$ cat src/rtl/problem5_mux4_reg.sv
// Registered 4:1 data selector.
// Picks one of four DATA_W-bit sources with a 2-bit select and presents the
// choice on o_data one rising edge later. The output comes straight from a
// flop, so downstream logic only sees changes at clock edges.
// Reset is synchronous and active-low. It loads RESET_VAL and ignores the
// select and data inputs on that edge.
// Sources, select, and output carry no handshake. Every non-reset edge
// captures the currently selected source unconditionally: there is no
// enable and no hold.

module problem5_mux4_reg #(
  parameter int                DATA_W    = 16,
  parameter logic [DATA_W-1:0] RESET_VAL = '0
) (
  input  logic              i_clk,
  input  logic              i_rst_n,
  input  logic [DATA_W-1:0] i_data_0,
  input  logic [DATA_W-1:0] i_data_1,
  input  logic [DATA_W-1:0] i_data_2,
  input  logic [DATA_W-1:0] i_data_3,
  input  logic [1:0]        i_ctrl,
  output logic [DATA_W-1:0] o_data
);

  logic [DATA_W-1:0] sel_data;

  // Select the source. All four codes are decoded explicitly.
  // The default arm is reached only when i_ctrl is X/Z in simulation, and
  // it propagates X in that case. Every path assigns sel_data, so no latch
  // can be inferred.
  always_comb begin
    sel_data = '0;
    case (i_ctrl)
      2'd0:    sel_data = i_data_0;
      2'd1:    sel_data = i_data_1;
      2'd2:    sel_data = i_data_2;
      2'd3:    sel_data = i_data_3;
      default: sel_data = 'x;
    endcase
  end

  // Output register: reset wins; otherwise capture the selection every edge.
  always_ff @(posedge i_clk) begin
    if (!i_rst_n) begin
      o_data <= RESET_VAL;
    end else begin
      o_data <= sel_data;
    end
  end

endmodule

$ cat config.mk
export PLATFORM = sky130hd
export DESIGN_NAME = problem5_mux4_reg
export DESIGN_NICKNAME = d
export VERILOG_FILES = /design/src/rtl/problem5_mux4_reg.sv
export SDC_FILE = /design/constraint.sdc
export NUM_CORES = 1
export LEC_CHECK = 0
export CORE_ASPECT_RATIO = 0.75
export CORE_MARGIN = 5
export CORE_UTILIZATION = 31
export CTS_CLUSTER_SIZE = 24
export DETAILED_ROUTE_END_ITERATION = 10
export HOLD_SLACK_MARGIN = 0.05
export PLACE_DENSITY = 0.85
export SYNTH_ARGS = -nofsm -noshare
export SYNTH_HDL_FRONTEND = slang
export SYNTH_SLANG_ARGS = --single-unit
$ cat constraint.sdc
create_clock -name i_clk -period 1.9 [get_ports i_clk]
set_input_delay 0.475 -clock i_clk [delete_from_list [all_inputs] [get_ports i_clk]]
set_output_delay 0.475 -clock i_clk [all_outputs]
set_load 0.01 [all_outputs]
# Word level (Yosys, flattened, before mapping)
# Index checks and enable logic that the tools add are counted.
# classes
muxes	1
reduce_logical	1
n_eq_ne	3
# ops
op	n
$pmux W16 S4	1
$eq A2 B2 Y1 const B	2
$eq A2 B1 Y1 const B	1
$logic_not A2 Y1	1
# word_totals
register_bits	16
input_bits	68

# Depth between registers and ports, before layout
# depth
word_depth	2
depth_mapped	4
mapped_depth_nobuf	2

# Worst setup path after synthesis
# Ideal clock, no wire load.
# synth_path
kind	in2reg
startpoint	input i_ctrl[1]
endpoint	register o_data[1]
arrival_ps	990
path_buffers	2
stages	4
required_time_ps	1777
path_slack_ps	786
path_cell_list	buf_6 -> buf_8 -> mux2i_1 -> o22ai_1
# synth_via
elab_chain_cells	2
# synth_lines
item	line	source
from (decl)	21	input logic [1:0] i_ctrl,
$eq A2 B2 Y1 (tied with other cells)	33	case (i_ctrl)
$pmux W16 S4 (*)	33	
to (signal assigned)	47	o_data <= sel_data;
to (decl)	22	output logic [DATA_W-1:0] o_data
# Every way passes the cells marked *; elsewhere a longest branch is shown, timed or not.
# A chain may end at the register's enable or synchronous reset.

# Worst setup path in the final report
# layout_path
startpoint	register o_data[13]
endpoint	output o_data[13]
# No word-level cell between the ends.

==> impl_metrics.toml <==
[drt]
wirelength_um = 2760
first_pass_iters = 4
vias = 891
drc_errors = 0
viasPerCell = 4.64
ant_nets = 0
wl_per_cell_um = 14.4
dr.first_iter.drc_count = 9

[clocking]
cts_setup_buffers = 0
holdBufCountCts = 0
cts.sinks = 16
tritoncts = "yes"
cts_resized = 0
clock_path_buffers = 2
htreeDepth = 1
root_buffer = "clkbuf_4"
cts_buffers = 3
clkTransAtPathRegs_ns = 0.10

[global_routing]
grt_pass1_wl_um = 4570
gr-usage-all-layers_pct = 14.4
grt_pass1_vias = 1052
busiest_layer = "met2"
met2_usage_pct = 24.3
gr-usage-met1_pct = 15.6
grt-ovfl-total = 0
grt_max_degree = 33
grt_use_met3_pct = 9.42
antenna_found_initial = 0

[setup_path]
cp_slowest_stage_delay_ns = 0.55
crit_fanout = 1
end_kind = "output port"
crit_buf_inv = 1
critical_path.cell_chain = "clkdlybuf4s50_1"
path_class = "flop to output port"
cp-start-kind = "flop"
cp-endpoint = "o_data[13]"
cp.required_ns = 1.42
arrival_ns = 1.15
crit_start = "o_data[13]"
critPathSlowestCell = "clkdlybuf4s50_1"
cp_top_family = "buffers and inverters"
cp.depth = 1

[synthesis]
synth_top_area_share_pct = 37.9
netlist_instances = 73
ys_top_cells_by_area = "dfxtp_1 (38%), mux2i_1 (38%), o22ai_1 (12%), buf_12 (4.7%), buf_6 (4.0%)"
yosys_warnings = 0
ys_types = 9
syn_area_um2 = 845
synth_nets = 141
yosysSeqAreaShare_pct = 37.9
syn_avg_cell_area_um2 = 11.6
yosys.area.top_type = "dfxtp_1"
ys_ff_latch = 16

[placed_design]
post-dp-hpwl_um = 2270
dpl.cell_count = 188
gp_congestion = 0.802
port_buffers = 83

[power_and_ir_drop]
max-vdd-ir-drop_mv = 0.301
powerDensity_nw_per_um2 = 531
leakagePower_nw = 0.708

[timing]
setup_viol = 0
slew_headroom_pct = 85.0
period_share_pct = 85.4
fmax_ghz = 0.616
drv_slew = 0
worst_slew_pin_slew_ns = 0.225
hold_viol = 0
fin_crit_ns = 1.62
rsz0062_at_grt = "false"
tns_ns = 0

[floorplan]
core_area_um2 = 2600
die_h_um = 55.2
dieArea_um2 = 3880
boundaryPins = 84
initial_core_util_pct = 32.5
rows = 16
dieWidth_um = 70.3

[final_layout]
regMostFlops = "o_data"
reg.largest.list = "o_data x16"
area_growth_pct = 100
largest_reg_flops = 16
drive_gt1_share_pct = 5.13
n_antenna_cell = 0
num-nets-final = 225
final_cells = 192

[run_status]
outcome = "finished, final reports clean"

[worst_hold_path]
min_path_type = "input pin to flop"
whs_path_depth = 4

[job]
max-cap-violations = 0
[power breakdown]
group / total, mW / switching (mW) / internal (mW) / leakage [nW]
Combinational: 0.307 / 0.0932 / 0.214 / 0.554
Sequential: 0.369 / 0.00650 / 0.363 / 0.133
Clock: 0.222 / 0.106 / 0.117 / 0.0210
[cell families after synthesis]
group | share of synthesized area (%)
compound gates | 11.9
buf+inv | 11.1
flops | 37.9
mux | 37.9
simple gates | 1.19
[area by class of cell]
type | count | area, um2
Tap cell | 36 | 45.0
Clock buffer | 4 | 36.3
Sequential cell | 16 | 320
Fill cell | 223 | 910
Multi-Input combinational cell | 50 | 430
Timing Repair Buffer | 86 | 861
[how the worst min path moves through the flow]
stage,slack (ns),from,to
6_report,0.75,i_ctrl[1],o_data[10]
5_1_grt,0.76,i_ctrl[1],o_data[10]
4_1_cts,0.75,i_ctrl[1],o_data[10]
3_5_place_dp,1.06,i_ctrl[1],o_data[10]
3_3_place_gp,1.04,i_ctrl[1],o_data[10]
2_1_floorplan,0.65,i_data_1[10],o_data[10]
[synthesized netlist by cell type]
master	count
mux2i_1	32
nand2b_1	1
nand2_1	1
buf_8	1
o22ai_1	16
buf_6	3
dfxtp_1	16
buf_12	2
buf_2	1
[through the flow]
| stage | hold slack [ns] | power, mW | utilization, % | worst slack, ns | cell area [um2] |
|---|---|---|---|---|---|
| 2_1_floorplan | 0.645 | 0.493 | - | 0.786 | 845 |
| 3_3_place_gp | 1.04 | 0.679 | 63.7 | 0.431 | 1660 |
| 3_5_place_dp | 1.06 | 0.687 | 63.7 | 0.399 | 1660 |
| 4_1_cts | 0.750 | 0.914 | 65.0 | 0.256 | 1690 |
| 5_1_grt | 0.761 | 0.953 | 65.0 | 0.211 | 1690 |
| 6_report | 0.753 | 0.898 | 65.0 | 0.277 | 1690 |
[metal layers]
layer / vias to the layer above / wire length (um)
met5: - / 0
met4: 0 / 17
met3: 2 / 383
met2: 58 / 1320
met1: 385 / 1040
li1: 446 / -
[placed cells by master (no fill, tap or decap), drive strengths merged]
cell / n
buf: 4
clkdlybuf4s50: 82
nand2: 1
o22ai: 16
nand2b: 1
dfxtp: 16
clkbuf: 4
mux2i: 32
No activity file was read; power rests on OpenSTA's default activity.
